<file path="config.mk">
export PLATFORM = sky130hd
export DESIGN_NAME = csa_stream_accumulator
export DESIGN_NICKNAME = d
export VERILOG_FILES = /design/src/rtl/csa_acc_pkg.sv /design/src/rtl/csa_3to2.sv /design/src/rtl/csa_stream_accumulator.sv
export SDC_FILE = /design/constraint.sdc
export NUM_CORES = 1
export LEC_CHECK = 0
export CORE_MARGIN = 5
export CORE_UTILIZATION = 33
export DETAILED_ROUTE_END_ITERATION = 6
export GPL_TIMING_DRIVEN = 0
export PLACE_DENSITY = 0.58
export SKIP_LAST_GASP = 1
export SLEW_MARGIN = 20
export SYNTH_ARGS = -nofsm -noshare
export SYNTH_HDL_FRONTEND = slang
export SYNTH_HIERARCHICAL = 1
export SYNTH_SLANG_ARGS = --single-unit
</file>
<file path="constraint.sdc">
create_clock -name clk -period 5.32 [get_ports clk]
set_input_delay 1.064 -clock clk [delete_from_list [all_inputs] [get_ports clk]]
set_output_delay 1.064 -clock clk [all_outputs]
set_load 0.02 [all_outputs]
</file>
<file path="src/rtl/csa_acc_pkg.sv">
// csa_acc_pkg: shared state encoding and default widths for the carry-save stream accumulator.
package csa_acc_pkg;
  typedef enum logic [1:0] {ACCUM, RESOLVE, OUTPUT} state_e;
  localparam int DEF_N       = 8;
  localparam int DEF_ACC_W   = 16;
  localparam int DEF_COUNT_W = 16;
endpackage

</file>
<file path="src/rtl/csa_3to2.sv">
// csa_3to2: W-bit 3:2 compressor row; carry is pre-shifted left by one and truncated.
module csa_3to2 #(
  parameter int W = 16
) (
  input  logic [W-1:0] a,
  input  logic [W-1:0] b,
  input  logic [W-1:0] c,
  output logic [W-1:0] sum,
  output logic [W-1:0] carry
);
  logic [W-1:0] maj;
  assign sum   = a ^ b ^ c;
  assign maj   = (a & b) | (a & c) | (b & c);
  assign carry = maj << 1;
endmodule

</file>
<file path="src/rtl/csa_stream_accumulator.sv">
// csa_stream_accumulator: streaming accumulator holding the running total in sum/carry form.
// Optional operand counter and out_count port enabled by CSA_ACC_COUNT_EN.
module csa_stream_accumulator
  import csa_acc_pkg::*;
#(
  parameter int N     = DEF_N,
  parameter int ACC_W = DEF_ACC_W
`ifdef CSA_ACC_COUNT_EN
  , parameter int COUNT_W = DEF_COUNT_W
`endif
) (
  input  logic             clk,
  input  logic             rst_n,
  input  logic             in_valid,
  output logic             in_ready,
  input  logic [N-1:0]     in_data,
  input  logic             in_last,
  output logic             out_valid,
  input  logic             out_ready,
  output logic [ACC_W-1:0] out_sum
`ifdef CSA_ACC_COUNT_EN
  , output logic [COUNT_W-1:0] out_count
`endif
);
  state_e           state_q, state_d;
  logic [ACC_W-1:0] s_q, s_d, c_q, c_d, sum_q, sum_d;
  logic [ACC_W-1:0] x, csa_s, csa_c;
  logic             acc;

  assign x = {{(ACC_W-N){1'b0}}, in_data};

  csa_3to2 #(.W(ACC_W)) u_csa (
    .a(s_q), .b(c_q), .c(x), .sum(csa_s), .carry(csa_c)
  );

  always_comb begin
    acc     = in_valid && (state_q == ACCUM);
    state_d = (state_q == ACCUM)   ? ((acc && in_last) ? RESOLVE : ACCUM) :
              (state_q == RESOLVE) ? OUTPUT :
              (out_ready ? ACCUM : OUTPUT);
    s_d     = (state_q == RESOLVE) ? '0 : acc ? csa_s : s_q;
    c_d     = (state_q == RESOLVE) ? '0 : acc ? csa_c : c_q;
    sum_d   = (state_q == RESOLVE) ? s_q + c_q : sum_q;
  end

  always_ff @(posedge clk or negedge rst_n) begin
    if (!rst_n) begin
      state_q <= ACCUM;
      s_q     <= '0;
      c_q     <= '0;
      sum_q   <= '0;
    end else begin
      state_q <= state_d;
      s_q     <= s_d;
      c_q     <= c_d;
      sum_q   <= sum_d;
    end
  end

  assign in_ready  = (state_q == ACCUM);
  assign out_valid = (state_q == OUTPUT);
  assign out_sum   = sum_q;

`ifdef CSA_ACC_COUNT_EN
  logic [COUNT_W-1:0] cnt_q, cnt_d, out_count_q, out_count_d;
  always_comb begin
    cnt_d       = (state_q == RESOLVE) ? '0 : acc ? cnt_q + 1'b1 : cnt_q;
    out_count_d = (state_q == RESOLVE) ? cnt_q : out_count_q;
  end
  always_ff @(posedge clk or negedge rst_n) begin
    if (!rst_n) begin
      cnt_q       <= '0;
      out_count_q <= '0;
    end else begin
      cnt_q       <= cnt_d;
      out_count_q <= out_count_d;
    end
  end
  assign out_count = out_count_q;
`endif
endmodule

</file>
Word-level counts from Yosys, hierarchy flattened
Cells that the tools add are included.
Storage, ports and cells
  register bits: 50
  output and inout port bits: 18
  word-level logic and storage cells: 26
  input port bits: 13
Operators by class
  add/sub/neg operators: 1
  equal/unequal tests: 2
  reductions and logical operators: 4
  mux-type cells: 8
  bitwise operators: 7
Operators with widths (number)
  $mux 16: 4
  $and 15x8->15: 2
  $or 15x15->15: 2
  $add 16x16->16: 1
  $xor 16x16->16: 1
  $xor 16x8->16: 1
  $and 15x15->15: 1
  $mux 2: 3
  $eq 2x1->1 const B: 1
  $eq 2x2->1 const B: 1
  $logic_and 1x1->1: 2
  $logic_not 2->1: 1
  $reduce_bool 2->1: 1
  $mux 1: 1

Longest topological paths before layout
Gate-level depths: netlist of run 1.
  depth in word-level cells: 5
  depth in mapped cells: 7
  depth with buffers taken out: 7

Modules after synthesis
Netlist of run 1, hierarchy kept.
By module, submodules not included
  csa_stream_accumulator: seq. area each 1251.2 um^2, instances 1, area an instance 2716.4 um^2, cells an instance 318
  csa_3to2: seq. area each 0.0 um^2, instances 1, area an instance 335.3 um^2, cells an instance 18

Worst setup path after synthesis of run 1
OpenSTA, ideal clock, no wires.
  path type: flip-flop to flip-flop
  start point: register s_q[0]
  end point: register sum_q[12], in the netlist out_sum[12]
  library setup time: 0.069 ns
  stages on the path, launching flop included: 8
  data required time: 5.251 ns
  arrival: 2.042 ns
  slack: 3.208 ns
  path through: dfrtp_1 -> ha_1 -> fa_1 -> a21oi_1 -> o22ai_1 -> a31o_2 -> or3_1 -> nand3_1
On the way
  longest elaborated chain between the ends: 1
Ends and longest elaborated chain
  start: declaration: RTL line csa_stream_accumulator.sv:26  | logic [ACC_W-1:0] s_q, s_d, c_q, c_d, sum_q, sum_d;
  start signal: assignment: RTL line csa_stream_accumulator.sv:49  | s_q <= '0;
  start signal: assignment: RTL line csa_stream_accumulator.sv:54  | s_q <= s_d;
  $add 16x16->16: RTL line csa_stream_accumulator.sv:43  | sum_d = (state_q == RESOLVE) ? s_q + c_q : sum_q;
  end signal: assignment: RTL line csa_stream_accumulator.sv:56  | sum_q <= sum_d;
  end: declaration: RTL line csa_stream_accumulator.sv:26
Every way passes these cells.
A chain may end at the register's enable or synchronous reset.

Final worst setup path of run 1
  start point: register state_q[0]
  end point: output port in_ready
On the way
  longest elaborated chain between the ends: 1
Ends and longest elaborated chain
  start: declaration: RTL line csa_stream_accumulator.sv:25  | state_e state_q, state_d;
  start signal: assignment: RTL line csa_stream_accumulator.sv:53  | state_q <= state_d;
  $logic_not 2->1: RTL line csa_stream_accumulator.sv:60  | assign in_ready = (state_q == ACCUM);
  end: declaration: RTL line csa_stream_accumulator.sv:15  | output logic in_ready,
Every way passes these cells.

==> impl_metrics.ini, run 1 <==
[timing]
setup_viol = 0
finalWorstPathRequiredPeriod_ns = 2.71
rsz0062_at_grt = no
tns_ns = 0
finClkSkew_ns = 0.00367
min_period_over_period = 0.510
relSlewSlack = 0.549
tightest_slew_ns = 0.660
slew_viol_final = 0
hold_viol_final = 0
fmax_mhz = 369

[synthesis]
yosys.area.top_type = dfrtp_1
ys_seq_area_frac = 0.410
synth_edf_count = 0
synth_top_area_share = 0.410
synth_area_leaders = dfrtp_1 (41%), nand2_1 (11%), fa_1 (10%)
synth-seq-cells = 50
syn_inst = 336
ys.flop_type = dfrtp_1
syn_area_per_cell_um2 = 9.08
yosys_warnings = 6
synthDistinctLibCells = 47
syn-cell-area_um2 = 3050
yosysMostFrequentCell = nand2_1
synthTopCellsByCount = nand2_1 (93), dfrtp_1 (50), nand3_1 (40)
synthArstFlopShare = 1.00

[drt]
wl_per_cell_um = 14.7
wirelength_um = 7220
route.detailed.drc = 0
drt_first_pass_iters = 4
drt_iter0_drc = 83
vias_per_cell = 5.04
ant_nets = 0
vias = 2475

[critical_path]
startpoint_type = flip-flop
required_ns = 4.26
critPathMaxFanout = 5
critPathArrivalTime_ns = 1.65
regToRegStartpoint = s_q[10]
reg2reg_depth = 6
crit_type = flip-flop to output pin
crit_start = state_q[0]
end_kind = output pin

[clock_network]
postCtsSetupRepairBufs = 0
cts_tree = yes
ctsResizeCount = 0
cts.path.max_buffers = 2
clock_sinks = 50
htree_num_levels = 2
cts-buffers-inserted = 5
clkTransAtPathRegs_ns = 0.09
root_buffer = clkbuf_8
clk_latency_ns = 0.31
holdBufCountCts = 0

[finish]
final_nets = 424
syn2layout_area_growth_pct = 17.8
num_antenna_cells = 0
fill_cells = 939
multi_input_area_um2 = 1730
drive_gt1_frac = 0.0368
regArea_um2 = 1250
final_util = 0.395

[global_route]
grt_antenna_before_repair = 0
grt-ovfl-total = 0
grt_use_total = 0.136
grt_max_degree = 51
grt_pass1_vias = 2433
grt_pass1_wl_um = 12300

[place]
io_buffers = 30
dpl.hpwl_um = 5530
gp_congestion = 0.899

[run_status]
status = finished, final reports clean

[pwr]
ir_drop_uv = 172
power_leakage_nw = 1.69
p_per_area_nw_per_um2 = 599

[worst_hold_path]
hold_class = flip-flop to flip-flop
worstHoldStart = out_sum[4]
whs_path_depth = 2

[floorplanning]
core-area_um2 = 9110
die_width_um = 106
dieArea_um2 = 11300
ios = 31
start_util = 0.335
std_cell_rows = 35
fp.dieH_um = 106

[job]
maxCapViolations = 0
[layout by cell type, fill, tap and decap left out, types with 3 or more instances in the layout]
cell type,synthesis,final
o21ai_0,13,13
clkbuf_1,13,14
nand2_1,93,93
conb_1,2,9
a221oi_1,3,3
inv_1,6,6
xor2_1,4,4
a21o_1,4,4
ha_1,15,15
clkbuf_8,0,5
dfrtp_1,50,50
nand3_1,40,40
clkdlybuf4s50_1,0,29
nor3_1,3,3
and2_1,4,4
nand4_1,3,3
xnor2_1,4,4
a21oi_1,17,17
nor2_1,8,8
fa_1,16,16
o31ai_1,4,4
[worst paths after layout]
path / to / slack [ns]
worst max-delay path: in_ready / 2.61
worst min-delay path: out_sum[4] / 0.49
worst max register to register: out_sum[13] / 3.01
worst min register to register: out_sum[4] / 0.49
max in group asynchronous: c_q[15] / 4.13
min in group asynchronous: c_q[0] / 0.78
[state kept, by name, summed over array words and instances (netlist names)]
register	flops
s_q	16
c_q	16
out_sum	16
state_q	2
[report_power, final]
part	switching [mW]	internal [mW]	total, mW	leakage (nW)
sequential	0.170	0.554	0.724	0.641
combinational	0.701	0.505	1.21	1.01
clock	0.134	0.0907	0.224	0.0373
[layer usage]
layer	wire length, um	GRT usage
met1	3570	0.191
met2	3210	0.213
met3	252	0.0213
met4	187	0.0500
met5	0	0
[critical path, cell delays in order (launching register included)]
cell	delay, ns
dfrtp_1	0.41
nor2_1	0.27
clkdlybuf4s50_1	0.67
[area by class of cell]
class	instances	area share
multi-input combinational	269	0.481
clock inverter	1	0.00209
timing repair buffer	30	0.0828
tap	111	0.0386
sequential	50	0.348
clock buffer	6	0.0202
inverter	6	0.00627
buffer	18	0.0205
[logic make-up after synthesis]
group,count (synthesis),share of synthesized area
buffers and inverters,24,0.0316
xor gates and xnor gates,9,0.0307
DFF,50,0.410
AOI/OAI and AO/OA,57,0.122
and+or+nand+nor,163,0.237
adders and majority gates,31,0.166
other,2,0.00246
[stage by stage]
stage | total power, mW | worst slack (ns) | std cells | area [um^2] | hold WS (ns)
6_report | 2.15 | 2.61 | 491 | 3590 | 0.485
5_1_grt | 2.38 | 2.51 | 491 | 3590 | 0.501
4_1_cts | 2.18 | 2.58 | 491 | 3590 | 0.489
3_5_place_dp | 1.94 | 2.68 | 484 | 3510 | 0.469
3_3_place_gp | 1.92 | 1.58 | 484 | 3520 | 0.460
2_1_floorplan | 1.55 | 3.21 | 343 | 3080 | 0.469
No activity file was read; power rests on OpenSTA's default activity.
==> run 2: changes to the inputs <==
==> constraint.sdc (replaced) <==
create_clock -name clk -period 2.5 [get_ports clk]
set_input_delay 0.5 -clock clk [delete_from_list [all_inputs] [get_ports clk]]
set_output_delay 0.5 -clock clk [all_outputs]
set_load 0.02 [all_outputs]
==> run 2 against run 1 <==
  * Flip-flop and latch count unchanged
  * Largest power group unchanged
  * Largest cell class unchanged
  * Die area did not move
  * Setup slack worse by 2.4 ns
  * Highest routed layer unchanged
==> impl_metrics.ini, run 2 (synthesized netlist as in run 1, its figures left out) <==
[run_status]
status = finished, final reports clean

[timing]
setup_viol = 0
tightest_slew_ns = 0.639
min_period_over_period = 0.920
hold_viol_final = 0
relSlewSlack = 0.574
finClkSkew_ns = 0.00257
setup_ws_ns = 0.200
finalWorstPathRequiredPeriod_ns = 2.30
rsz0062_at_grt = no
fmax_mhz = 435
slew_viol_final = 0

[worst_hold_path]
hold_class = input pin to async pin

[critical_path]
end_kind = flip-flop
worst-path-buf-inv = 0
path_delay_family = compound AO/OA/AOI/OAI gates
path_cells = ha_1 -> fa_1 -> a21oi_1 -> o22ai_1 -> a31o_2 -> or3_1 -> nand3_1
startpoint_type = flip-flop
required_ns = 2.75
crit_type = flip-flop to flip-flop
critPathArrivalTime_ns = 2.55
worst_path_max_delay_cell = dfrtp_1
critPathMaxFanout = 3
critPathMaxStageDelay_ns = 0.43

[clock_network]
cts_tree = yes
root_buffer = clkbuf_8
postCtsSetupRepairBufs = 0
clkTransAtPathRegs_ns = 0.09
holdBufCountCts = 0
htree_num_levels = 2
clk_latency_ns = 0.30
cts.path.max_buffers = 2
cts-buffers-inserted = 5
clock_sinks = 50
ctsResizeCount = 0

[finish]
final_util = 0.395
final_nets = 424
layout_common_cells = nand2_1 (93), dfrtp_1 (50), nand3_1 (40)
num_antenna_cells = 0
fill_cells = 941
regArea_um2 = 1250
multi_input_area_um2 = 1730
syn2layout_area_growth_pct = 17.8
drive_gt1_frac = 0.0368
layout_commonest_cell = nand2_1

[drt]
wirelength_um = 7260
route.detailed.drc = 0
vias_per_cell = 5.06
drt_first_pass_iters = 5
ant_nets = 0
drt_iter0_drc = 86
wl_per_cell_um = 14.8
vias = 2483

[place]
gp_congestion = 0.899
dp_slack_ns = 0.209
io_buffers = 30
dpl.hpwl_um = 5530

[global_route]
grt-ovfl-total = 0
grt_pass1_vias = 2433
grt_antenna_before_repair = 0
grt_pass1_wl_um = 12300
grt_use_total = 0.136
grt_max_degree = 51

[pwr]
ir_drop_uv = 366
power_frac_clock = 0.104
power.internal_mw = 2.45
p_sw_mw = 2.15
swShare = 0.467
power.total_mw = 4.60
power_leakage_nw = 1.69
p_seq_frac = 0.335
combPwrFrac = 0.561
p_per_area_nw_per_um2 = 1280

[floorplanning]
ios = 31
fp.dieH_um = 106
core-area_um2 = 9110
dieArea_um2 = 11300
start_util = 0.335
die_width_um = 106
std_cell_rows = 35

[job]
maxCapViolations = 0
[run 2: cell counts in the layout (fill, tap and decap cells not counted)]
No cell type changed its count.
[run 2: path summary, 6_finish.rpt]
kind | cells past startpoint | end | slack, ns | from
setup / recovery | 7 | out_sum[12] | 0.20 | s_q[0]
hold / removal | 1 | c_q[0] | 0.21 | rst_n
setup reg to reg | 7 | out_sum[12] | 0.20 | s_q[0]
hold reg to reg | 2 | out_sum[4] | 0.49 | out_sum[4]
max in group asynchronous | 1 | out_sum[15] | 1.87 | rst_n
min in group clk | 2 | out_sum[4] | 0.49 | out_sum[4]
[run 2: stage by stage]
stage,hold slack [ns],std cells,setup TNS (ns),cell area (um^2)
after global routing,0.270,491,0,3600
after floorplan,0.204,343,0,3080
final,0.212,491,0,3600
after CTS,0.246,491,0,3590
after detailed placement,0.469,484,0,3510
after global placement,0.460,484,-33.89,3520
[run 2: layout make-up]
type | count | area share
Buffer | 18 | 0.0205
Clock buffer | 6 | 0.0202
Clock inverter | 1 | 0.00209
Inverter | 6 | 0.00626
Multi-Input combinational cell | 269 | 0.482
Sequential cell | 50 | 0.348
Tap cell | 111 | 0.0386
Timing Repair Buffer | 30 | 0.0828
[run 2: layer usage]
layer	vias up	track usage	wire [um]
met5	-	0	0
met3	8	0.0213	288
met4	0	0.0500	161
met2	67	0.213	3240
met1	1179	0.191	3560
li1	1229	-	-
[run 2: power groups by stage]
| stage | logic (mW) | registers [mW] | clock network (mW) |
|---|---|---|---|
| 3_5_place_dp | 2.56 | 1.57 | 0 |
| 5_1_grt | 2.93 | 1.62 | 0.515 |
| 4_1_cts | 2.59 | 1.56 | 0.486 |
| 6_report | 2.58 | 1.54 | 0.476 |
| 2_1_floorplan | 1.67 | 1.63 | 0 |
| 3_3_place_gp | 2.53 | 1.55 | 0 |
==> run 3: changes to the inputs <==
--- a/config.mk
+++ b/config.mk
@@ -10,6 +10,7 @@
 export DETAILED_ROUTE_END_ITERATION = 6
 export GPL_TIMING_DRIVEN = 0
 export PLACE_DENSITY = 0.58
+export REMOVE_ABC_BUFFERS = 1
 export SKIP_LAST_GASP = 1
 export SLEW_MARGIN = 20
 export SYNTH_ARGS = -nofsm -noshare
==> run 3 against run 2 <==
  * Combinational power shrank 5%
  * Setup slack lost 0.033 ns
  * Critical endpoint unchanged
  * Global-route usage shrank 1.3 points
  * Register-to-register slack lost 0.03 ns
  * Sequential power is essentially flat
==> impl_metrics.ini, run 3 (synthesized netlist as in run 1, its figures left out) <==
[finish]
drive_gt1_frac = 0.0413
num_antenna_cells = 0
regArea_um2 = 1250
layout_commonest_cell = nand2_1
syn2layout_area_growth_pct = 16.7
layout_common_cells = nand2_1 (92), dfrtp_1 (50), nand3_1 (40)
multi_input_area_um2 = 1740
fin_area_um2 = 3560
fill_cells = 935
final_nets = 406

[floorplanning]
ios = 31
dieArea_um2 = 11300
die_width_um = 106
start_util = 0.335
core-area_um2 = 9110
fp.dieH_um = 106
std_cell_rows = 35

[timing]
fmax_mhz = 429
hold_ws_ns = 0.204
rsz0062_at_grt = no
finalWorstPathRequiredPeriod_ns = 2.33
slew_viol_final = 0
hold_viol_final = 0
min_period_over_period = 0.933
finClkSkew_ns = 0.00807
setup_viol = 0
tightest_slew_ns = 0.659
relSlewSlack = 0.560
setup_ws_ns = 0.167

[place]
dp_slack_ns = 0.168
placed_cell_area_um2 = 3450
io_buffers = 30
dpl.hpwl_um = 4540
gp_congestion = 0.868

[pwr]
ir_drop_uv = 411
power.internal_mw = 2.53
p_seq_frac = 0.337
p_per_area_nw_per_um2 = 1290
power_leakage_nw = 1.68
swShare = 0.448
power_frac_clock = 0.126
p_sw_mw = 2.05
combPwrFrac = 0.536

[critical_path]
required_ns = 2.74
critPathMaxFanout = 3
crit_start = s_q[0]
end_kind = flip-flop
regToRegStartpoint = s_q[0]
crit_type = flip-flop to flip-flop
path_cells = ha_1 -> fa_1 -> a21oi_1 -> o22ai_1 -> a31o_2 -> or3_1 -> nand3_1
startpoint_type = flip-flop
critPathArrivalTime_ns = 2.57
worst_path_max_delay_cell = dfrtp_1
reg2reg_depth = 7
critPathMaxStageDelay_ns = 0.42

[drt]
met1Wirelength_um = 3250
vias = 2352
wl_met3_um = 206
wl_per_cell_um = 13.6
ant_nets = 0
top_layer_used = met4
vias_per_cell = 4.96
route.detailed.drc = 0
drt_iter0_drc = 97
wirelength_um = 6460
drt_first_pass_iters = 4
wl_met2_um = 2900

[worst_hold_path]
hold_class = input pin to async pin

[run_status]
status = finished, final reports clean

[clock_network]
postCtsSetupRepairBufs = 0
htree_num_levels = 2
holdBufCountCts = 0
clk_latency_ns = 0.31
cts-buffers-inserted = 5
cts_tree = yes
root_buffer = clkbuf_8
ctsResizeCount = 0
cts.path.max_buffers = 2
clkTransAtPathRegs_ns = 0.10
clock_sinks = 50

[global_route]
grt_pass1_vias = 2293
grt_antenna_before_repair = 0
grt_pass1_wl_um = 11400
grt_max_degree = 64
grt_use_total = 0.123
grt-ovfl-total = 0

[job]
maxCapViolations = 0
[run 3: critical path: cells and delay by family (launching register included)]
kind	cells	cell delay (ns)
AO/OA/AOI/OAI	3	0.77
adder cells (fa/ha/maj)	2	0.67
flip-flops	1	0.42
AND/OR/NAND/NOR	2	0.42
[run 3: layout make-up]
type | count | share of cell area
multi-input cells | 269 | 0.489
well taps | 111 | 0.0390
clock inverters | 2 | 0.0105
inverters | 6 | 0.00632
repair buffers | 30 | 0.0836
clock buffers | 6 | 0.0204
flip-flops and latches | 50 | 0.351
[run 3: final timing paths]
check,to,slack [ns]
max,out_sum[12],0.17
min,state_q[0],0.20
max reg2reg,out_sum[12],0.17
min reg2reg,out_sum[10],0.48
max in group asynchronous,c_q[12],1.86
min in group clk,out_sum[10],0.48
[run 3: layer usage]
| metal | up-vias | GRT usage |
|---|---|---|
| li1 | 1196 | - |
| met1 | 1114 | 0.180 |
| met2 | 36 | 0.184 |
| met3 | 6 | 0.0213 |
| met4 | 0 | 0.0379 |
| met5 | - | 0 |
[run 3: stage by stage]
step / cells / TNS [ns] / power [mW] / utilization
after CTS: 474 / 0 / 4.65 / 0.391
after global placement: 466 / -32.20 / 3.98 / 0.378
after floorplan: 325 / 0 / 3.26 / -
after detailed placement: 466 / 0 / 4.04 / 0.379
after global routing: 474 / 0 / 5.06 / 0.391
final: 474 / 0 / 4.58 / 0.391
[run 3: power groups by stage]
stage                     Clock, mW  Combinational (mW)  Sequential (mW)
after floorplan                   0                1.63             1.62
after global placement            0                2.42             1.56
after detailed placement          0                2.47             1.58
after CTS                     0.603                2.48             1.56
after global routing          0.632                2.81             1.62
final                         0.579                2.46             1.55
